File: config.mk
export PLATFORM = sky130hd
export DESIGN_NAME = dct8x8_2d_ctrl
export DESIGN_NICKNAME = d
export VERILOG_FILES = /design/src/rtl/dct2d_pkg.sv /design/src/rtl/rnd_shift_sat.sv /design/src/rtl/dct8x8_2d_ctrl.sv
export SDC_FILE = /design/constraint.sdc
export NUM_CORES = 2
export LEC_CHECK = 0
export ABC_AREA = 1
export CORE_MARGIN = 2
export CORE_UTILIZATION = 40
export DETAILED_ROUTE_END_ITERATION = 16
export SLEW_MARGIN = 20
export SYNTH_ARGS = -nofsm -noshare
export SYNTH_HDL_FRONTEND = slang
export SYNTH_SLANG_ARGS = --single-unit
File: constraint.sdc
create_clock -name clk -period 2.6 [get_ports clk]
set_clock_uncertainty 0.1 [all_clocks]
set_input_delay 0.78 -clock clk [delete_from_list [all_inputs] [get_ports clk]]
set_output_delay 0.78 -clock clk [all_outputs]
set_load 0.02 [all_outputs]
File: src/rtl/dct2d_pkg.sv
// Shared constants, state encoding and packing helpers for the 8x8 2D DCT controller.
// Packing is MSB-first: element 0 occupies the most significant field of a row/column.
package dct2d_pkg;

  localparam int unsigned IN_W  = 8;
  localparam int unsigned OUT_W = 18;
  localparam int unsigned N     = 8;
  localparam int unsigned IDX_W = 3;
  localparam int unsigned ROW_W = IN_W * N;
  localparam int unsigned COL_W = OUT_W * N;

  typedef enum logic [1:0] {
    ST_LOAD  = 2'd0,
    ST_COL   = 2'd1,
    ST_DRAIN = 2'd2
  } state_e;

  // Packed 8-element sample vector; index N-1 holds element 0.
  typedef logic [N-1:0][IN_W-1:0] row_t;

  // Packed 8-element coefficient vector; index N-1 holds element 0.
  typedef logic [N-1:0][OUT_W-1:0] col_t;

  // Element k of a sample vector under MSB-first packing.
  function automatic logic [IN_W-1:0] row_get(input row_t r, input logic [IDX_W-1:0] k);
    return r[IDX_W'(N - 1) - k];
  endfunction

  // Element k of a coefficient vector under MSB-first packing.
  function automatic logic [OUT_W-1:0] col_get(input col_t c, input logic [IDX_W-1:0] k);
    return c[IDX_W'(N - 1) - k];
  endfunction

endpackage

File: src/rtl/rnd_shift_sat.sv
// Round-to-nearest arithmetic right shift of one core coefficient, clamped to a signed
// 8-bit sample.
//   i_coef     : signed OUT_W-bit coefficient from the core
//   o_sample_c : signed IN_W-bit rounded/saturated sample (combinational)
module rnd_shift_sat
  import dct2d_pkg::*;
#(
  parameter int unsigned SHIFT = 9
) (
  input  logic signed [OUT_W-1:0] i_coef,
  output logic signed [IN_W-1:0]  o_sample_c
);

  // One guard bit keeps coefficient + rounding constant from overflowing.
  localparam int unsigned SUM_W = OUT_W + 1;
  localparam logic signed [SUM_W-1:0] RND     = SUM_W'(1 << (SHIFT - 1));
  localparam logic signed [SUM_W-1:0] SAT_MAX = SUM_W'((1 << (IN_W - 1)) - 1);
  localparam logic signed [SUM_W-1:0] SAT_MIN = -SAT_MAX - SUM_W'(1);

  logic signed [SUM_W-1:0] w_sum;
  logic signed [SUM_W-1:0] w_shr;

  assign w_sum = $signed({i_coef[OUT_W-1], i_coef}) + RND;
  assign w_shr = w_sum >>> SHIFT;

  // Clamp to the signed sample range.
  always_comb begin
    o_sample_c = w_shr[IN_W-1:0];
    if (w_shr > SAT_MAX) begin
      o_sample_c = SAT_MAX[IN_W-1:0];
    end else if (w_shr < SAT_MIN) begin
      o_sample_c = SAT_MIN[IN_W-1:0];
    end
  end

endmodule

File: src/rtl/dct8x8_2d_ctrl.sv
// Sequences an external combinational 8-point DCT core through a full 8x8 forward 2D DCT.
// Row pass: 8 input rows go through the core, are rounded/shifted/saturated to 8 bits and
// stored in a transpose buffer. Column pass: the 8 buffer columns go through the same core
// and leave as 18-bit coefficient columns on a valid/ready stream.
//   clk, rst_n            : clock, asynchronous active-low reset
//   in_valid/in_ready     : row sample handshake, in_data = 8 x 8-bit samples
//   out_valid/out_ready   : coefficient column handshake, out_data = 8 x 18-bit coeffs
//   out_col, out_last     : horizontal frequency index of out_data, last-column flag
//   core_x, core_y        : shared core input vector / core output vector
//   busy                  : block in progress
module dct8x8_2d_ctrl
  import dct2d_pkg::*;
#(
  parameter int unsigned SHIFT = 9
) (
  input  logic             clk,
  input  logic             rst_n,
  input  logic             in_valid,
  output logic             in_ready,
  input  logic [ROW_W-1:0] in_data,
  output logic             out_valid,
  input  logic             out_ready,
  output logic [COL_W-1:0] out_data,
  output logic [IDX_W-1:0] out_col,
  output logic             out_last,
  output logic [ROW_W-1:0] core_x,
  input  logic [COL_W-1:0] core_y,
  output logic             busy
);

  state_e           r_state;
  logic [IDX_W-1:0] r_row_cnt;
  logic [IDX_W-1:0] r_col_cnt;
  logic             r_in_ready;
  logic             r_out_valid;
  logic [COL_W-1:0] r_out_data;
  logic [IDX_W-1:0] r_out_col;
  logic             r_out_last;
  row_t             r_buf [N];

  row_t             w_row_sat;
  row_t             w_col_vec;
  logic [IDX_W-1:0] w_col_sel;
  logic             w_in_fire;
  logic             w_col_cap;

  // Row-pass post-processing of each core output element.
  for (genvar k = 0; k < int'(N); k++) begin : g_rss
    rnd_shift_sat #(
      .SHIFT (SHIFT)
    ) u_rss (
      .i_coef     (col_get(core_y, IDX_W'(k))),
      .o_sample_c (w_row_sat[N-1-k])
    );
  end

  // Buffer column gather; DRAIN keeps presenting column 7 so core_x stays deterministic.
  always_comb begin
    w_col_vec = '0;
    w_col_sel = (r_state == ST_DRAIN) ? IDX_W'(N - 1) : r_col_cnt;
    for (int r = 0; r < int'(N); r++) begin
      w_col_vec[IDX_W'(N - 1 - r)] = row_get(r_buf[r], w_col_sel);
    end
  end

  assign w_in_fire = in_valid && r_in_ready;
  assign w_col_cap = (r_state == ST_COL) && (!r_out_valid || out_ready);

  // Control FSM, transpose buffer and registered stream outputs.
  always_ff @(posedge clk or negedge rst_n) begin
    if (!rst_n) begin
      r_state     <= ST_LOAD;
      r_row_cnt   <= '0;
      r_col_cnt   <= '0;
      r_in_ready  <= 1'b1;
      r_out_valid <= 1'b0;
      r_out_data  <= '0;
      r_out_col   <= '0;
      r_out_last  <= 1'b0;
      for (int i = 0; i < int'(N); i++) begin
        r_buf[i] <= '0;
      end
    end else begin
      case (r_state)
        ST_LOAD: begin
          if (w_in_fire) begin
            r_buf[r_row_cnt] <= w_row_sat;
            r_row_cnt        <= r_row_cnt + IDX_W'(1);
            if (r_row_cnt == IDX_W'(N - 1)) begin
              r_state    <= ST_COL;
              r_in_ready <= 1'b0;
            end
          end
        end
        ST_COL: begin
          if (w_col_cap) begin
            r_out_valid <= 1'b1;
            r_out_data  <= core_y;
            r_out_col   <= r_col_cnt;
            r_out_last  <= (r_col_cnt == IDX_W'(N - 1));
            r_col_cnt   <= r_col_cnt + IDX_W'(1);
            if (r_col_cnt == IDX_W'(N - 1)) begin
              r_state <= ST_DRAIN;
            end
          end
        end
        ST_DRAIN: begin
          // Last column must be taken before the next block may start.
          if (out_ready) begin
            r_out_valid <= 1'b0;
            r_state     <= ST_LOAD;
            r_in_ready  <= 1'b1;
          end
        end
        default: begin
          r_state    <= ST_LOAD;
          r_in_ready <= 1'b1;
        end
      endcase
    end
  end

  assign in_ready  = r_in_ready;
  assign out_valid = r_out_valid;
  assign out_data  = r_out_data;
  assign out_col   = r_out_col;
  assign out_last  = r_out_last;
  assign core_x    = (r_state == ST_LOAD) ? in_data : w_col_vec;
  assign busy      = (r_state != ST_LOAD) || (r_row_cnt != '0);

endmodule

=== Word level (Yosys, flattened, before mapping) ===
Index checks and enable logic that the tools add are counted.

* Input bits: 212
* Register bits: 670
* Logic and storage cells: 178
* Output and inout port bits: 215

* Magnitude comparators: 19
* Reduce and logical (&&, ||, !) cells: 15
* Add/subtract/negate cells: 11
* Multiplexer cells: 50
* Bitwise operators: 2
* Eq/ne operators: 9

{| class="wikitable"
|+ Operators by type and width
! cell !! count
|-
| 512-bit bitwise mux || 1
|-
| 8-bit binary-select mux with 3-bit select || 8
|-
| 64-bit demux with 3-bit select || 1
|-
| 8-bit two-way mux || 24
|-
| 18-bit by 10-bit adder with 19-bit output, second input constant || 8
|-
| 64-bit two-way mux || 2
|-
| 10-bit by 8-bit > comparator with 1-bit output, second input constant || 8
|-
| 10-bit by 8-bit less-than comparator with 1-bit output, second input constant || 8
|-
| 2-bit two-way mux || 5
|-
| 2-bit inequality test, second input constant || 4
|-
| 3-bit by 1-bit adder with 3-bit output, second input constant || 2
|-
| 3-bit == test, second input constant || 2
|-
| 2-bit case mux with 3 select lines || 1
|-
| 1-bit two-way mux || 5
|-
| 5-bit AND reduction || 1
|-
| 4-bit >= comparator, second input constant || 1
|-
| 3-bit by 4-bit less-than comparator with 1-bit output, second input constant || 1
|-
| 4-bit by 1-bit less-than comparator with 1-bit output, second input constant || 1
|-
| 3-bit inverter with 4-bit output || 1
|-
| 2-bit AND reduction || 2
|-
| 4-bit AND reduction || 1
|-
| 2-bit nonzero test || 2
|-
| 1-bit logical AND || 3
|-
| 3-bit two-way mux || 1
|-
| other kinds (12) || 13
|}

=== Depth between registers and ports, before layout ===
* Depth in word-level cells: 6
* Gate-level depth with buffers: 12
* Mapped depth without buffers: 12

=== Modules after synthesis ===
Synthesis repeated with hierarchy kept, for this count alone.

* Cell total of the unflattened synthesis: 4578
* Area, all modules: 33592.2 um2

{| class="wikitable"
|+ By module, submodules not included
! module !! seq. area each (um2) !! cells each !! area an instance (um2) !! times used
|-
| dct8x8_2d_ctrl || 16767.3 || 4129 || 31287.5 || 1
|-
| rnd_shift_sat (g_rss[0].u_rss ...) || 0.0 || 56 || 286.5 || 7
|-
| rnd_shift_sat (g_rss[7].u_rss) || 0.0 || 57 || 299.0 || 1
|}

=== Least setup slack after synthesis ===
OpenSTA, ideal clock, no wires.

* Path type: reg-to-output
* From: register r_state[1]
* To: output core_x[6]
* Setup slack: 90 ps
* Buffers on the path: 3
* Required time: 1720 ps
* Arrival: 1630 ps
* Stages on the path, launching flop included: 13
* Cell sequence: dfrtp_1 -> inv_2 -> nor2_4 -> inv_2 -> nand2_1 -> buf_4 -> buf_2 -> buf_2 -> a21oi_1 -> o21ai_0 -> nand3_1 -> nand3_1 -> nand2_1

* Longest elaborated chain between the ends: 6
* Elaborated cells between the ends (all ways): 7
* Those cells by class: add/sub: 1; eq/ne: 1; mux: 4; reduce/logical: 1

{| class="wikitable"
|+ Ends and longest elaborated chain
! element !! RTL line !! source
|-
| start, declared || dct8x8_2d_ctrl.sv:31 || <nowiki>state_e r_state;</nowiki>
|-
| start signal, assigned || dct8x8_2d_ctrl.sv:72 || <nowiki>r_state <= ST_LOAD;</nowiki>
|-
| start signal, assigned || dct8x8_2d_ctrl.sv:90 || <nowiki>r_state <= ST_COL;</nowiki>
|-
| start signal, assigned || dct8x8_2d_ctrl.sv:103 || <nowiki>r_state <= ST_DRAIN;</nowiki>
|-
| 2-bit == test || dct8x8_2d_ctrl.sv:60 || <nowiki>w_col_sel = (r_state == ST_DRAIN) ? IDX_W'(N - 1) : r_col_cnt;</nowiki>
|-
| 3-bit two-way mux || dct8x8_2d_ctrl.sv:60 ||
|-
| 3-bit subtractor || dct2d_pkg.sv:26 || <nowiki>return r[IDX_W'(N - 1) - k];</nowiki>
|-
| 8-bit binary-select mux with 3-bit select || dct2d_pkg.sv:26 ||
|-
| 8-bit two-way mux (not written as such) || dct2d_pkg.sv:26 ||
|-
| 64-bit two-way mux (*) || dct8x8_2d_ctrl.sv:128 || <nowiki>assign core_x = (r_state == ST_LOAD) ? in_data : w_col_vec;</nowiki>
|-
| end, declared || dct8x8_2d_ctrl.sv:26 || <nowiki>output logic [ROW_W-1:0] core_x,</nowiki>
|}

Every way passes the cells marked *; elsewhere a longest branch is shown, timed or not. The select of a mux whose other input is x is not followed.

=== Worst setup path after layout ===
* From: register r_state[0]
* To: output core_x[28]

The elaborated chain is that of the path after synthesis.

==> results.py <==
metrics = {
    "hold_path": {
        "worst_hold_path_type": "flop to flop",
        "holdPathStages": 2,
        "min_from": "out_data[24]$_DFFE_PN0P_",
    },
    "sta": {
        "final_max_slew_viol_count": 0,
        "post-route-min-period_ns": 3.55,
        "grt_setup_unrepaired": "yes",
        "post-route-worst-setup-slack_ns": -0.955,
        "final_hold_viol_count": 0,
        "clock.fmax_mhz": 281,
        "final_min_period_over_clock_period": 1.37,
        "worst_slew_pin_slew_ns": 0.535,
        "slew_headroom": 0.643,
        "setup-violations-final": 511,
    },
    "power_and_ir_drop": {
        "power.share.clock": 0.196,
        "combinationalPowerShare": 0.492,
        "netSwitchingFraction": 0.409,
        "internal_power_mw": 34.0,
        "seq_power_share": 0.311,
        "fin_total_pwr_mw": 57.6,
        "p_leak_nw": 24.0,
        "power_density_nw_per_um2": 1220,
        "irDropWorstVdd_mv": 0.595,
        "power_switching_mw": 23.5,
    },
    "floorplanning": {
        "initial_core_util": 0.405,
        "chipHeight_um": 290,
        "core-area_sq_um": 80800,
        "die_w_um": 290,
        "row_count": 104,
        "io_pins": 427,
        "dieArea_sq_um": 84100,
    },
    "worst_setup_path": {
        "cp_slowest_cell": "sky130_fd_sc_hd__dfrtp_1",
        "worst_setup_path_startpoint": "r_state[0]$_DFFE_PN0P_",
        "worst_r2r_path_depth": 16,
        "timing.critical_path.to_type": "output pin",
        "arrival_ns": 2.67,
        "worstPathBufferInverterCount": 5,
        "worst_path_largest_cell_delay_ns": 0.42,
        "cp.depth": 11,
        "worstSetupStartpointType": "flop",
        "path_cells": "nor2_4 > inv_4 > nand2_8 > buf_12 > buf_4 > buf_16 > o21ai_0 > o211ai_1 > nand3_4 > nand2_2 > buf_6",
        "critical_path.reg2reg.startpoint": "r_state[0]$_DFFE_PN0P_",
        "worstSetupPathType": "flop to output pin",
        "required_time_reported_for_the_critical_path_endpoint_ns": 1.72,
        "critical_path_peak_fanout": 8,
        "critPathTopFamily": "buffers and inverters",
    },
    "routing": {
        "via_count": 32800,
        "detail_route.drc_violations": 0,
        "initialDrtViolationCount": 3564,
        "route.detailed.wl_per_inst_um": 21.2,
        "wire_length_reported_by_the_detailed_router_mm": 132,
        "ant_nets": 0,
        "viasPerCell": 5.28,
        "detailedRoute.firstPassIterationCount": 8,
    },
    "yosys": {
        "gate_count_post_synth": 4371,
        "synth_sequential_area_ratio": 0.512,
        "synth_top_area_frac": 0.512,
        "synth_cell_types": 26,
        "ys.warnings.count": 0,
        "synth.largest_area_cell": "sky130_fd_sc_hd__dfrtp_1",
        "postSynthAreaPerCell_sq_um": 7.49,
        "post_syn_nets": 4596,
        "mappedNetlistArea_sq_um": 32700,
        "synth.top_cells.by_area": "sky130_fd_sc_hd__dfrtp_1 51%, sky130_fd_sc_hd__nand2_1 26%, sky130_fd_sc_hd__o211ai_1 4.2%",
        "yosys_register_bits": 670,
    },
    "final_layout": {
        "area_overhead_of_the_layout_relative_to_synthesis_pct": 44.2,
        "area.sequential_sq_um": 16800,
        "antennaDiodeCount": 0,
        "final_layout_size_suffix_gt1_frac": 0.176,
        "fin_util": 0.584,
        "nNetsFinal": 5322,
        "multi_input_comb_area_sq_um": 14700,
        "final.fill_count": 7172,
    },
    "placement": {
        "io_buffers": 426,
        "gp_routability_congestion": 0.879,
        "post-dp-hpwl_mm": 83.1,
    },
    "global_route": {
        "grt_pass1_vias": 31100,
        "pin_count_of_the_biggest_net_entering_global_routing": 79,
        "grt_first_pass_wirelength_mm": 189,
        "groute.usage.overall": 0.291,
        "grt_overflow": 0,
        "antenna_found_initial": 4,
    },
    "run_status": {
        "run_status": "finished with violations",
        "violated_checks": "setup timing",
    },
    "clocking": {
        "cts_tree": "done",
        "cts.sinks": 670,
        "clock_tree.buffer_depth": 3,
        "clock-root-buffer": "sky130_fd_sc_hd__clkbuf_16",
        "clock_buffer_count_from_cts": 79,
        "cts_max_level": 3,
        "cts.reportedPaths.clkPinSlew_ns": 0.07,
        "worstSkewPairLatency_ns": 0.63,
    },
    "run": {
        "max_cap_violations": 0,
    },
}
[power by group through the flow]
stage          logic [mW]  clock network (mW)  registers [mW]
2_1_floorplan        11.5                   0            18.5
3_3_place_gp         22.1                   0            17.8
3_5_place_dp         22.4                   0            17.8
4_1_cts              25.3                11.4            17.8
5_1_grt              30.4                11.9            18.4
6_report             28.3                11.3            17.9
[kinds of logic after synthesis]
kind of cell | share of synthesized area
AO/OA/AOI/OAI | 0.103
XOR/XNOR | 0.0123
adder cells (fa/ha/maj) | 0.00497
buffers and inverters | 0.0723
flip-flops | 0.512
AND/OR/NAND/NOR | 0.295
[worst min-delay path: cells and delay by family, from the launching register on]
| family | cells | cell delay [ns] |
|---|---|---|
| flip-flops | 1 | 0.34 |
| AND/OR/NAND/NOR | 2 | 0.10 |
[path summary, 6_finish.rpt]
kind / slack, ns / endpoint
worst max-delay path: -0.95 / core_x[28]
worst min-delay path: 0.37 / out_data[24]$_DFFE_PN0P_
worst max register to register: -0.20 / r_buf[155]$_DFFE_PN0P_
worst min register to register: 0.37 / out_data[24]$_DFFE_PN0P_
max in group asynchronous: 0.84 / r_buf[441]$_DFFE_PN0P_
min in group asynchronous: 0.60 / r_buf[301]$_DFFE_PN0P_
[timing repair]
item | CTS | global route
gates cloned | 24 | 38
hold endpoints to repair | 16 | 0
setup buffers | 24 | 39
pin swaps | 93 | 131
resized for setup | 479 | 282
setup endpoints to repair | 76 | 540
hold buffers | 1 | 0
[cells in the mapped netlist]
cell                       number
sky130_fd_sc_hd__buf_6          3
sky130_fd_sc_hd__o21ai_2        5
sky130_fd_sc_hd__nor3_1         1
sky130_fd_sc_hd__a21oi_1      129
sky130_fd_sc_hd__nand4_1       13
sky130_fd_sc_hd__clkbuf_1     126
sky130_fd_sc_hd__o21ai_0      152
sky130_fd_sc_hd__nor2_4         5
sky130_fd_sc_hd__clkinv_1       1
sky130_fd_sc_hd__dfstp_2        1
sky130_fd_sc_hd__nor2_1        46
sky130_fd_sc_hd__o211ai_1     182
sky130_fd_sc_hd__buf_4         25
sky130_fd_sc_hd__nand2_1     2256
sky130_fd_sc_hd__nand3_1      167
sky130_fd_sc_hd__xor2_1        42
sky130_fd_sc_hd__a211o_1        1
sky130_fd_sc_hd__inv_1        297
sky130_fd_sc_hd__dfrtp_1      669
sky130_fd_sc_hd__buf_2         87
sky130_fd_sc_hd__inv_2         20
sky130_fd_sc_hd__xnor2_1        4
sky130_fd_sc_hd__nor2_2         6
sky130_fd_sc_hd__ha_1          13
sky130_fd_sc_hd__o21ai_1      109
sky130_fd_sc_hd__buf_1         11
[stage by stage]
step	area, sq um	TNS (ns)	setup WS (ns)	instances	hold WS [ns]
floorplan	32700	0	0.0896	4371	0.344
CTS	45300	-58.72	-1.02	6151	0.373
global route	47200	-143.93	-1.07	6218	0.380
finish	47200	-87.29	-0.955	6218	0.368
global placement	41100	-164.00	-0.780	5961	0.352
detailed placement	41100	-178.02	-0.766	5961	0.357
[layout make-up]
type,instances,share of cell area
Clock buffer,121,0.0504
Clock inverter,21,0.00504
Inverter,318,0.0262
Multi-Input combinational cell,3131,0.312
Sequential cell,670,0.355
Tap cell,1060,0.0281
Timing Repair Buffer,896,0.223
Timing Repair inverter,1,0.000186
[layout by cell type, fill, tap and decap left out, drive strengths merged, types with 2 or more instances in the layout]
master,n
clkinvlp,4
clkinv,12
nand4,13
bufinv,4
buf,497
clkbuf,155
nor2,57
bufbuf,3
o21ai,266
ha,13
nand3,167
o211ai,182
xnor2,4
dfrtp,669
inv,320
clkdlybuf4s50,358
nand2,2256
a21oi,129
dlygate4sd2,2
xor2,42
[state kept, by name, indices dropped and copies added (netlist names)]
signal     count
out_data     144
out_last       1
r_row_cnt      3
r_buf        512
out_valid      1
r_col_cnt      3
r_state        2
in_ready       1
out_col        3
[routing by layer]
metal	wire, um	up-vias	GRT usage
met4	4860	2	0.0953
li1	-	15200	-
met3	14100	287	0.0697
met2	58800	1705	0.454
met1	54100	15700	0.399
met5	14	-	0
(Power assumes the default switching activity.)
